===== src/rtl/adbg_core_dbg_pkg.sv =====
`default_nettype none
// ============================================================================
//  Module      : adbg_core_dbg_pkg
//  Description : Shared constants, FSM state type and address helpers for the
//                per-core debug unit (address map, CTRL/STATUS bit positions,
//                register-file select values).
//  Revision    : 1.0 - initial release
// ============================================================================
package adbg_core_dbg_pkg;

  // Debug-bus byte addresses
  localparam logic [15:0] ADDR_CTRL     = 16'h0000;
  localparam logic [15:0] ADDR_STATUS   = 16'h0004;
  localparam logic [15:0] ADDR_PC       = 16'h0008;
  localparam logic [15:0] ADDR_GPR_BASE = 16'h0400;
  localparam logic [15:0] ADDR_GPR_LAST = 16'h047C;

  // CTRL bit positions
  localparam int CTRL_HALT = 0;
  localparam int CTRL_SSTE = 1;

  // STATUS bit positions
  localparam int STAT_HALTED   = 0;
  localparam int STAT_STEP_DONE = 1;
  localparam int STAT_ERR      = 2;

  // Register-file select for the program counter
  localparam logic [5:0] RF_SEL_PC = 6'd32;

  typedef enum logic [2:0] {
    ST_IDLE    = 3'd0,
    ST_LOCAL   = 3'd1,
    ST_RF_REQ  = 3'd2,
    ST_RF_WAIT = 3'd3,
    ST_ACK     = 3'd4
  } state_t;

  // True for PC and word-aligned GPR addresses
  function automatic logic is_core_reg(input logic [15:0] a);
    return (a == ADDR_PC) ||
           ((a >= ADDR_GPR_BASE) && (a <= ADDR_GPR_LAST) && (a[1:0] == 2'b00));
  endfunction

  // Register-file index for a core-register address
  function automatic logic [5:0] rf_sel(input logic [15:0] a);
    return (a == ADDR_PC) ? RF_SEL_PC : 6'((a - ADDR_GPR_BASE) >> 2);
  endfunction

endpackage
`default_nettype wire


===== src/rtl/adbg_core_dbg_unit.sv =====
`default_nettype none
// ============================================================================
//  Module      : adbg_core_dbg_unit
//  Description : Per-core debug target. Serves CPU debug-bus requests from the
//                local CTRL/STATUS registers or from the core register file
//                (req/gnt/rvalid), and owns halt / single-step of the core.
//  Revision    : 1.0 - initial release
// ============================================================================
module adbg_core_dbg_unit
  import adbg_core_dbg_pkg::*;
#(
  parameter int unsigned RF_TIMEOUT = 255
) (
  input  logic        cpu_clk_i,
  input  logic        cpu_rst_i,
  input  logic [15:0] dbg_addr_i,
  input  logic [31:0] dbg_data_i,
  input  logic        dbg_we_i,
  input  logic        dbg_stb_i,
  output logic        dbg_ack_o,
  output logic [31:0] dbg_data_o,
  output logic        dbg_halt_o,
  output logic        dbg_step_o,
  input  logic        core_halted_i,
  output logic        rf_req_o,
  output logic        rf_we_o,
  output logic [5:0]  rf_addr_o,
  output logic [31:0] rf_wdata_o,
  input  logic        rf_gnt_i,
  input  logic        rf_rvalid_i,
  input  logic [31:0] rf_rdata_i
);

  // Last RF_WAIT count before giving up: the ack then lands RF_TIMEOUT+1
  // cycles after the grant.
  localparam logic [7:0] TMO_LAST = 8'(RF_TIMEOUT - 1);

  state_t      state;
  logic [15:0] addr_q;
  logic [31:0] rdata;
  logic [7:0]  tmo_cnt;
  logic        ctrl_halt;
  logic        ctrl_sste;
  logic        step;
  logic        step_pend;
  logic        step_armed;
  logic        step_done;
  logic        err;
  logic        halted_prev;

  // Outputs decoded from the state register or driven straight from flops
  assign dbg_ack_o  = (state == ST_ACK);
  assign rf_req_o   = (state == ST_RF_REQ);
  assign dbg_data_o = rdata;
  assign dbg_halt_o = ctrl_halt;
  assign dbg_step_o = step;

  // Transaction FSM plus control/status register bookkeeping
  always_ff @(posedge cpu_clk_i) begin
    if (cpu_rst_i) begin
      state       <= ST_IDLE;
      addr_q      <= '0;
      rdata       <= '0;
      tmo_cnt     <= '0;
      ctrl_halt   <= 1'b0;
      ctrl_sste   <= 1'b0;
      step        <= 1'b0;
      step_pend   <= 1'b0;
      step_armed  <= 1'b0;
      step_done   <= 1'b0;
      err         <= 1'b0;
      halted_prev <= 1'b0;
      rf_we_o     <= 1'b0;
      rf_addr_o   <= '0;
      rf_wdata_o  <= '0;
    end else begin
      halted_prev <= core_halted_i;

      // Core re-halting after a step marks the step complete
      if (step_armed && core_halted_i && !halted_prev) begin
        step_done  <= 1'b1;
        step_armed <= 1'b0;
      end

      // The step pulse lasts one cycle, after which halt is requested again
      if (step) begin
        step      <= 1'b0;
        ctrl_halt <= 1'b1;
      end

      case (state)
        ST_IDLE: begin
          if (dbg_stb_i) begin
            addr_q     <= dbg_addr_i;
            rf_we_o    <= dbg_we_i;
            rf_wdata_o <= dbg_data_i;
            rf_addr_o  <= rf_sel(dbg_addr_i);
            state      <= (is_core_reg(dbg_addr_i) && core_halted_i) ? ST_RF_REQ : ST_LOCAL;
          end
        end

        ST_LOCAL: begin
          rdata <= '0;
          if (is_core_reg(addr_q)) begin
            // Core register touched while the core runs: refused
            err <= 1'b1;
          end else if (addr_q == ADDR_CTRL) begin
            if (rf_we_o) begin
              ctrl_sste <= rf_wdata_o[CTRL_SSTE];
              step_done <= 1'b0;
              if (!rf_wdata_o[CTRL_HALT] && rf_wdata_o[CTRL_SSTE] && core_halted_i)
                step_pend <= 1'b1;  // halt drops together with the step pulse, after ack
              else
                ctrl_halt <= rf_wdata_o[CTRL_HALT];
            end else begin
              rdata <= {30'b0, ctrl_sste, ctrl_halt};
            end
          end else if (addr_q == ADDR_STATUS) begin
            if (rf_we_o) begin
              if (rf_wdata_o[STAT_ERR])
                err <= 1'b0;
            end else begin
              rdata <= {29'b0, err, step_done, core_halted_i};
            end
          end
          state <= ST_ACK;
        end

        ST_RF_REQ: begin
          tmo_cnt <= '0;
          if (rf_gnt_i) begin
            if (rf_we_o) begin
              state <= ST_ACK;
            end else if (rf_rvalid_i) begin
              rdata <= rf_rdata_i;
              state <= ST_ACK;
            end else begin
              state <= ST_RF_WAIT;
            end
          end
        end

        ST_RF_WAIT: begin
          if (rf_rvalid_i) begin
            rdata <= rf_rdata_i;
            state <= ST_ACK;
          end else if (tmo_cnt == TMO_LAST) begin
            rdata <= '0;
            err   <= 1'b1;
            state <= ST_ACK;
          end else begin
            tmo_cnt <= tmo_cnt + 8'd1;
          end
        end

        ST_ACK: begin
          rdata <= '0;
          state <= ST_IDLE;
          if (step_pend) begin
            step_pend  <= 1'b0;
            step       <= 1'b1;
            ctrl_halt  <= 1'b0;
            step_armed <= 1'b1;
          end
        end

        default: state <= ST_IDLE;
      endcase
    end
  end

endmodule
`default_nettype wire


===== config.mk =====
export PLATFORM = sky130hd
export DESIGN_NAME = adbg_core_dbg_unit
export DESIGN_NICKNAME = d
export VERILOG_FILES = /design/src/rtl/adbg_core_dbg_pkg.sv /design/src/rtl/adbg_core_dbg_unit.sv
export SDC_FILE = /design/constraint.sdc
export NUM_CORES = 1
export LEC_CHECK = 0
export BUFFER_PORTS_ARGS = -buffer_cell sky130_fd_sc_hd__clkbuf_2
export CAP_MARGIN = 20
export CORE_MARGIN = 2
export CORE_UTILIZATION = 43
export CTS_BUF_LIST = sky130_fd_sc_hd__clkbuf_8
export DETAILED_ROUTE_END_ITERATION = 6
export PLACE_DENSITY = 0.74
export SETUP_SLACK_MARGIN = 0.2
export SYNTH_ARGS = -nofsm -noshare
export SYNTH_HDL_FRONTEND = slang
export SYNTH_SLANG_ARGS = --single-unit

===== constraint.sdc =====
create_clock -name cpu_clk_i -period 5.55 [get_ports cpu_clk_i]
set_clock_uncertainty 0.2 [all_clocks]
set_input_delay 0.555 -clock cpu_clk_i [delete_from_list [all_inputs] [get_ports cpu_clk_i]]
set_output_delay 0.555 -clock cpu_clk_i [all_outputs]
set_load 0.02 [all_outputs]

==> flow_metrics.tcl <==
set metrics [dict create \
    async_flop_share 0 \
    cellInternalPower_mw 1.11 \
    drt_iter0_drc 234 \
    swShare 0.301 \
    ant_nets 0 \
    synth_xor_area_frac 0.0123 \
    cp-start-kind "flop" \
    hold_buffers 0 \
    synth_compound_area_frac 0.176 \
    grt_overflow 0 \
    yosys_warnings 0 \
    rsz0062_at_grt "no" \
    ir_worst_vdd_v 0.000204 \
    fmax_mhz 372 \
    hp-class "input port to flop" \
    seqPwrFrac 0.518 \
    fin_crit_ns 2.69 \
    synth_cell_types 54 \
    rr_worst_depth 4 \
    cts_resized 0 \
    critical_path_class "flop to output pin" \
    slew_viol_final 0 \
    hold-path-cell-count 3 \
    avgSynthCellArea_sq_um 8.19 \
    crit_fanout 14 \
    endpoint_kind "output pin" \
    status "finished clean" \
    boundaryPins 162 \
    area_growth_pct 26.1 \
    drc 0 \
    tightest_slew_ns 1.05 \
    cts_inserted_buffers 9 \
    p_sw_mw 0.479 \
    die_area_sq_um 10800 \
    cts_setup_buffers 0 \
    p_leak_nw 2.26 \
    hold_violations 0 \
    viasPerCell 5.14 \
    routedWlPerCell_um 13.5 \
    cts_tree "yes" \
    netlist_area_sq_um 4290 \
    die_y_um 104 \
    setup_tns_ns 0 \
    clock_power_share 0.327 \
    finalCritPeriodShare 0.485 \
    cellPowerDensity_nw_per_um2 294 \
    seq_area_sq_um 2120 \
    cts_root_buf "clkbuf_8" \
    cts_sinks 106 \
    track_usage 0.195 \
    timing.slew.headroom 0.298 \
    synth_top_family_by_area "simple AND/OR/NAND/NOR gates" \
    final_common_cell "clkbuf_2" \
    routed_wirelength_um 10800 \
    antenna_found_initial 0 \
    io_buffers 161 \
    dr.pass1.iters 4 \
    ys_seq_area_frac 0.495 \
    yosys_most_used_dff "dfxtp_1" \
    setup_viol 0 \
    clk_pin_slew_ns 0.12 \
    diodes 0 \
    drv_cap 0 \
    first_global_vias 3866 \
    rows 36 \
    clock_path_buffers 2 \
    dpl.hpwl_um 7670 \
    drive_above_1_share 0.296 \
    combinationalPowerShare 0.155 \
    grt_max_degree 102 \
    synth_edf_count 0 \
    insertion_delay_ns 0.37 \
    fin_ws_ns 2.86 \
    required_ns 4.80 \
    yosys.area_share.simple 0.260 \
    synth_nets 612 \
    layout_common_cells "160 x clkbuf_2, 140 x nand2_1, 106 x dfxtp_1" \
    multiInputGateArea_sq_um 1970 \
    gp_congestion 0.857 \
    fillers 939 \
    yosys.area_share.adder 0.00584 \
    muxShareOfSynthArea 0.00234 \
    num_vias 4124 \
    crit_arrival_ns 1.93 \
    grt_pass1_wl_um 17600 \
    dpl_worst_slack_ns 3.04 \
    ys_ff_latch 106 \
    nNetsFinal 754 \
    fp.coreArea_sq_um 9730 \
    htreeDepth 3 \
    synth_cells 523 \
    start_util 0.440 \
    die_x_um 104 \
]
[cell usage after synthesis, types with 4 or more instances]
cell	n	area, sq um
nand2_1	140	526
dfxtp_1	106	2120
a21oi_1	93	465
nand3_1	34	170
nor2_1	23	86.3
clkbuf_1	15	56.3
buf_2	14	70.1
inv_1	10	37.5
nor3_1	6	30.0
nand2b_1	5	31.3
buf_4	4	30.0
nor4_2	4	50.1
[per-layer routing]
layer,wire (um),GRT usage
met1,4790,0.245
met2,5200,0.326
met3,744,0.0629
met4,82,0.0512
met5,0,0
[path summary, 6_finish.rpt]
path,from,end,slack (ns)
setup reg to reg,state[1],rf_addr_o[5],3.19
hold reg to reg,dbg_data_o[7],dbg_data_o[7],0.26
setup / recovery,state[1],rf_req_o,2.86
hold / removal,dbg_data_i[15],rf_wdata_o[15],0.19
[flip-flops by register name, indices dropped and copies added (netlist names)]
| register | cells |
|---|---|
| dbg_data_o | 32 |
| rf_wdata_o | 32 |
| addr_q | 16 |
| tmo_cnt | 8 |
| rf_addr_o | 6 |
| state | 3 |
| ctrl_sste | 1 |
| dbg_halt_o | 1 |
| dbg_step_o | 1 |
| err | 1 |
| halted_prev | 1 |
| rf_we_o | 1 |
| step_armed | 1 |
| step_done | 1 |
| step_pend | 1 |
[critical path, stage by stage (launching register included)]
cell and delay, ns:
dfxtp_1 0.71, nor2b_4 0.33, nand2_1 0.17, inv_1 0.17
clkbuf_2 0.19
[power by group through the flow]
| stage | Sequential (mW) | Combinational (mW) | Clock (mW) |
|---|---|---|---|
| final | 0.823 | 0.246 | 0.519 |
| after global routing | 0.828 | 0.270 | 0.574 |
| after CTS | 0.823 | 0.242 | 0.535 |
| after detailed placement | 0.840 | 0.242 | 0 |
| after global placement | 0.838 | 0.233 | 0 |
| after floorplan | 0.864 | 0.135 | 0 |
[cell families after synthesis]
family          Yosys count
fa+ha+maj                 2
simple gates            238
xor+xnor                  6
mux                       1
compound gates          126
flops                   106
buf+inv                  44
[per-stage QoR]
| step | hold slack [ns] | utilization | power [mW] | instances | area, sq um |
|---|---|---|---|---|---|
| after global routing | 0.167 | 0.556 | 1.67 | 803 | 5410 |
| after global placement | 0.237 | 0.525 | 1.07 | 784 | 5110 |
| after CTS | 0.167 | 0.553 | 1.60 | 802 | 5380 |
| after floorplan | 0.236 | - | 0.999 | 523 | 4290 |
| final | 0.186 | 0.556 | 1.59 | 803 | 5410 |
| after detailed placement | 0.245 | 0.528 | 1.08 | 786 | 5140 |
[area by class of cell]
| type | count | share of cell area |
|---|---|---|
| Multi-Input combinational cell | 373 | 0.364 |
| Inverter | 10 | 0.00694 |
| Clock buffer | 9 | 0.0229 |
| Clock inverter | 7 | 0.0208 |
| Timing Repair Buffer | 165 | 0.162 |
| Tap cell | 133 | 0.0308 |
| Sequential cell | 106 | 0.393 |
(Power assumes the default switching activity.)
